### src/rtl/i2c_scl_timer.sv
// I2C SCL bit-timing generator: open-drain SCL drive, SDA phase strobes,
// clock-stretch tracking with timeout, and START/STOP hold windows.
module i2c_scl_timer #(
    parameter int unsigned CLK_HZ      = 50_000_000,
    parameter int unsigned SCL_HZ      = 100_000,
    parameter int unsigned STRETCH_MAX = 65535
) (
    input  logic clk,
    input  logic rst_n,
    input  logic en,
    input  logic scl_in,
    output logic scl_oe,
    output logic scl_fall,
    output logic change_tick,
    output logic scl_rise,
    output logic sample_tick,
    output logic stretching,
    output logic timeout,
    output logic busy
);

    localparam int unsigned QTR = CLK_HZ / (4 * SCL_HZ);

    // Phase counter spans up to the 2*QTR-cycle hold window.
    localparam int unsigned CW = (QTR >= 2) ? $clog2(2 * QTR) : 2;

    // Stretch counter only needs to reach STRETCH_MAX-1.
    localparam int unsigned SW = (STRETCH_MAX > 2) ? $clog2(STRETCH_MAX) : 1;

    localparam logic [CW-1:0] QTR_LAST  = CW'(QTR - 1);
    localparam logic [CW-1:0] HOLD_LAST = CW'(2 * QTR - 1);
    localparam logic [SW-1:0] STR_LAST  = SW'(STRETCH_MAX - 1);

    if (QTR < 2) begin : g_qtr_chk
        $error("i2c_scl_timer: QTR must be at least 2");
    end

    typedef enum logic [2:0] {
        S_IDLE,
        S_HOLD,
        S_LOW_A,
        S_LOW_B,
        S_WAIT_HIGH,
        S_HIGH_A,
        S_HIGH_B
    } state_e;

    state_e        state_q, state_d;
    logic [CW-1:0] cnt_q, cnt_d;
    logic [SW-1:0] str_q, str_d;

    logic          sync1_q;
    logic          scl_s_q;

    logic          oe_q, oe_d;
    logic          fall_q, fall_d;
    logic          chg_q, chg_d;
    logic          rise_q, rise_d;
    logic          smp_q, smp_d;
    logic          to_q, to_d;

    logic          qtr_end;
    logic          hold_end;

    assign qtr_end  = (cnt_q == QTR_LAST);
    assign hold_end = (cnt_q == HOLD_LAST);

    // Two-flop synchronizer for the SCL pad readback; idles high like the bus.
    always_ff @(posedge clk or negedge rst_n) begin
        if (!rst_n) begin
            sync1_q <= 1'b1;
            scl_s_q <= 1'b1;
        end else begin
            sync1_q <= scl_in;
            scl_s_q <= sync1_q;
        end
    end

    // State, counters and registered outputs.
    always_ff @(posedge clk or negedge rst_n) begin
        if (!rst_n) begin
            state_q <= S_IDLE;
            cnt_q   <= '0;
            str_q   <= '0;
            oe_q    <= 1'b0;
            fall_q  <= 1'b0;
            chg_q   <= 1'b0;
            rise_q  <= 1'b0;
            smp_q   <= 1'b0;
            to_q    <= 1'b0;
        end else begin
            state_q <= state_d;
            cnt_q   <= cnt_d;
            str_q   <= str_d;
            oe_q    <= oe_d;
            fall_q  <= fall_d;
            chg_q   <= chg_d;
            rise_q  <= rise_d;
            smp_q   <= smp_d;
            to_q    <= to_d;
        end
    end

    // Next-state logic; strobes are decided on the transition edge.
    always_comb begin
        state_d = state_q;
        cnt_d   = cnt_q + CW'(1);
        str_d   = '0;
        oe_d    = oe_q;
        fall_d  = 1'b0;
        chg_d   = 1'b0;
        rise_d  = 1'b0;
        smp_d   = 1'b0;
        to_d    = 1'b0;

        unique case (state_q)
            S_IDLE: begin
                oe_d  = 1'b0;
                cnt_d = '0;
                if (en) begin
                    state_d = S_HOLD;
                end
            end

            S_HOLD: begin
                oe_d = 1'b0;
                if (hold_end) begin
                    if (en) begin
                        state_d = S_LOW_A;
                        oe_d    = 1'b1;
                        fall_d  = 1'b1;
                    end else begin
                        state_d = S_IDLE;
                    end
                end
            end

            S_LOW_A: begin
                oe_d = 1'b1;
                if (qtr_end) begin
                    state_d = S_LOW_B;
                    chg_d   = 1'b1;
                end
            end

            S_LOW_B: begin
                oe_d = 1'b1;
                if (qtr_end) begin
                    state_d = S_WAIT_HIGH;
                    oe_d    = 1'b0;
                end
            end

            S_WAIT_HIGH: begin
                oe_d  = 1'b0;
                cnt_d = '0;
                str_d = str_q + SW'(1);
                if (scl_s_q) begin
                    state_d = S_HIGH_A;
                    rise_d  = 1'b1;
                end else if (str_q == STR_LAST) begin
                    state_d = S_IDLE;
                    to_d    = 1'b1;
                end
            end

            S_HIGH_A: begin
                oe_d = 1'b0;
                if (qtr_end) begin
                    state_d = S_HIGH_B;
                    smp_d   = 1'b1;
                end
            end

            S_HIGH_B: begin
                oe_d = 1'b0;
                if (qtr_end) begin
                    if (en) begin
                        state_d = S_LOW_A;
                        oe_d    = 1'b1;
                        fall_d  = 1'b1;
                    end else begin
                        state_d = S_IDLE;
                    end
                end
            end

            default: begin
                state_d = S_IDLE;
                oe_d    = 1'b0;
            end
        endcase

        // Every phase starts its count from zero.
        if (state_d != state_q) begin
            cnt_d = '0;
            str_d = '0;
        end
    end

    assign scl_oe      = oe_q;
    assign scl_fall    = fall_q;
    assign change_tick = chg_q;
    assign scl_rise    = rise_q;
    assign sample_tick = smp_q;
    assign timeout     = to_q;
    assign busy        = (state_q != S_IDLE);

    // Slave has held SCL low past the first WAIT_HIGH cycle.
    assign stretching = (state_q == S_WAIT_HIGH) && !scl_s_q
                        && (str_q != '0);

endmodule
### config.mk
export PLATFORM = sky130hd
export DESIGN_NAME = i2c_scl_timer
export DESIGN_NICKNAME = d
export VERILOG_FILES = /design/src/rtl/i2c_scl_timer.sv
export SDC_FILE = /design/constraint.sdc
export NUM_CORES = 1
export LEC_CHECK = 0
export ABC_AREA = 1
export BUFFER_PORTS_ARGS = -buffer_cell sky130_fd_sc_hd__buf_2
export CAP_MARGIN = 20
export CORE_MARGIN = 1
export CORE_UTILIZATION = 55
export DETAILED_ROUTE_END_ITERATION = 8
export PLACE_DENSITY = 0.78
export SETUP_SLACK_MARGIN = 0.02
export SLEW_MARGIN = 15
export SYNTH_ARGS = -nofsm -noshare
export SYNTH_HDL_FRONTEND = slang
export SYNTH_SLANG_ARGS = --single-unit
### constraint.sdc
create_clock -name clk -period 5.7 [get_ports clk]
set_clock_uncertainty 0.05 [all_clocks]
set_input_delay 1.71 -clock clk [delete_from_list [all_inputs] [get_ports clk]]
set_output_delay 1.71 -clock clk [all_outputs]
set_load 0.05 [all_outputs]
==> impl_metrics.env <==
export IMPL_fin_crit_ns=3.616
export IMPL_yosys_top_cells_area="dfrtp_1, nor3_2, nand2_1"
export IMPL_yosys_most_used_dff="dfrtp_1"
export IMPL_first_pass_iters=4
export IMPL_antenna_found_initial=0
export IMPL_n_fill_cell=326
export IMPL_cts_sinks=35
export IMPL_wl_um=4271
export IMPL_p_leak_nw=1.148
export IMPL_slowest_stage="dfrtp_1"
export IMPL_final_util=0.6320
export IMPL_cp_max_fo=19
export IMPL_ys_ff_latch=35
export IMPL_synth_yosys_seq_area_share=0.4058
export IMPL_tns_ns=0
export IMPL_cts_resized=0
export IMPL_synth_fp_nets=266
export IMPL_critPathKind="flop to primary output"
export IMPL_grt_pass1_vias=1700
export IMPL_insertion_delay_ns=0.29
export IMPL_synth_area_leader_cell="dfrtp_1"
export IMPL_critPathLaunchType="flop"
export IMPL_initial_core_util=0.5825
export IMPL_rsz0062_at_grt="false"
export IMPL_grt_usage=0.2365
export IMPL_yosysUniqueCellTypes=30
export IMPL_timing_final_hold_violations=0
export IMPL_core_area_sq_um=3716
export IMPL_cp_required_ns=3.94
export IMPL_ios=12
export IMPL_p_per_area_nw_per_um2=207.6
export IMPL_netlist_area_leader_share=0.3815
export IMPL_antenna_left=0
export IMPL_synth_commonest_cells="nand2_1, inv_1, dfrtp_1"
export IMPL_final_max_slew_viol_count=0
export IMPL_vias_per_cell=5.453
export IMPL_cts_buffers=5
export IMPL_finalNetCount=279
export IMPL_path_cells="inv_2 -> nand2_2 -> nor2_8 -> inv_1 -> nor3_1 -> buf_2"
export IMPL_h_tree_depth=2
export IMPL_path_clk_slew_ns=0.07
export IMPL_area_growth_pct=8.497
export IMPL_num_vias=1734
export IMPL_rows=22
export IMPL_hold_class="flop to flop"
export IMPL_setup_viol=0
export IMPL_postSynth_asyncResetShare=1.000
export IMPL_slew_headroom=0.4842
export IMPL_die_width_um=64.74
export IMPL_drive_gt1_frac=0.2370
export IMPL_period_share=0.6344
export IMPL_grt_pass1_wl_um=7493
export IMPL_maxCapViolations=0
export IMPL_globalplace_congestion=0.8621
export IMPL_critPathArrivalTime_ns=1.86
export IMPL_max_vdd_ir_drop_mv=0.1329
export IMPL_drcViolationCount=0
export IMPL_hpwl_um=3001
export IMPL_ff2ff_setup_slack_ns=3.25
export IMPL_tightest_slew_ns=0.7738
export IMPL_grt_overflow_total=0
export IMPL_cts_root_buf="clkbuf_8"
export IMPL_cts_setup_buffers=0
export IMPL_yosys_warnings=0
export IMPL_synth_enable_flop_cells=0
export IMPL_hold_buffers=0
export IMPL_fmax_mhz=276.5
export IMPL_clk_path_buf_depth=2
export IMPL_drt_iter0_drc=124
export IMPL_die_area_sq_um=4191
export IMPL_avgSynthCellArea_sq_um=8.455
export IMPL_max_stage_delay_ns=0.44
export IMPL_status="finished clean"
export IMPL_wl_per_cell_um=13.43
export IMPL_synth_most_common_cell="nand2_1"
export IMPL_cts_tree="yes"
export IMPL_synth_area_sq_um=2165
export IMPL_port_buffers=11
export IMPL_syn_inst=256
export IMPL_grt_max_degree=36
export IMPL_hold_slack_ns=0.3113
export IMPL_n_antenna_cell=0
export IMPL_die_h_um=64.74
export IMPL_crit_path_end_kind="primary output"
worst paths after layout:
path,startpoint,endpoint,cells past startpoint
min in group asynchronous,rst_n,str_q[13],1
max in group asynchronous,rst_n,str_q[14],1
hold / removal,sync1_q,scl_s_q,0
hold reg to reg,sync1_q,scl_s_q,0
setup reg to reg,state_q[1],str_q[1],9
setup / recovery,state_q[1],stretching,6
cell families after synthesis:
family / Yosys count / share of synthesized area
AOI/OAI and AO/OA: 13 / 0.03410
adders and majority gates: 6 / 0.03468
and+or+nand+nor: 154 / 0.4168
buffers and inverters: 43 / 0.08844
xor gates and xnor gates: 5 / 0.02023
DFF: 35 / 0.4058
report_power, final:
part           leakage (nW)  switching (W)   total [W]  internal [W]
Clock                0.0612      0.0000901    0.000232      0.000141
Sequential            0.452    0.000000653    0.000250      0.000250
Combinational         0.635     0.00000500  0.00000578   0.000000783
critical path: cells and delay by family (launching register included):
family | cells | cell delay (ns)
buffers and inverters | 3 | 0.49
AND/OR/NAND/NOR | 3 | 0.62
flip-flops | 1 | 0.44
placed cells by master, fill, tap and decap left out, drive strengths merged, types with 4 or more instances in the layout:
| master | instances |
|---|---|
| ha | 6 |
| dfrtp | 33 |
| nand2 | 58 |
| nor2 | 21 |
| clkbuf | 6 |
| nand3 | 32 |
| nand3b | 4 |
| nand4 | 7 |
| inv | 38 |
| o21ai | 8 |
| buf | 11 |
| nor3 | 29 |
| xor2 | 4 |
stage by stage:
step                area (sq um)  instances  setup WS (ns)  total power [W]
floorplan                   2165        256          1.693        0.0002548
global placement            2231        310          2.459        0.0002609
detailed placement          2231        310          2.393        0.0002612
CTS                         2349        318          2.073        0.0004948
global route                2349        318          1.972        0.0005046
finish                      2349        318          2.084        0.0004875
routing by layer:
layer  vias up  global-route usage  share of wire  routed length [um]
met5         -                   0              0                   0
met4         0             0.08056          0.016                  70
met3        10             0.05634          0.043                 183
met2        47              0.4271           0.49                2114
met1       819              0.2694           0.45                1902
li1        858                   -              -                   -
cell type report:
type | count | area (sq um) | area share
clock buffers | 6 | 82.58 | 0.03516
clock inverters | 2 | 35.03 | 0.01492
inverters | 38 | 142.6 | 0.06074
multi-input cells | 178 | 1095 | 0.4662
flip-flops and latches | 35 | 878.3 | 0.3740
well taps | 48 | 60.06 | 0.02557
repair buffers | 11 | 55.05 | 0.02344
flip-flops by register name, summed over array words and instances, names as in the netlist:
signal,flops
change_tick,1
str_q,16
sample_tick,1
scl_oe,1
scl_rise,1
state_q,3
sync1_q,1
scl_fall,1
timeout,1
scl_s_q,1
cnt_q,8
Note: power is estimated with default switching activity, not from simulation.
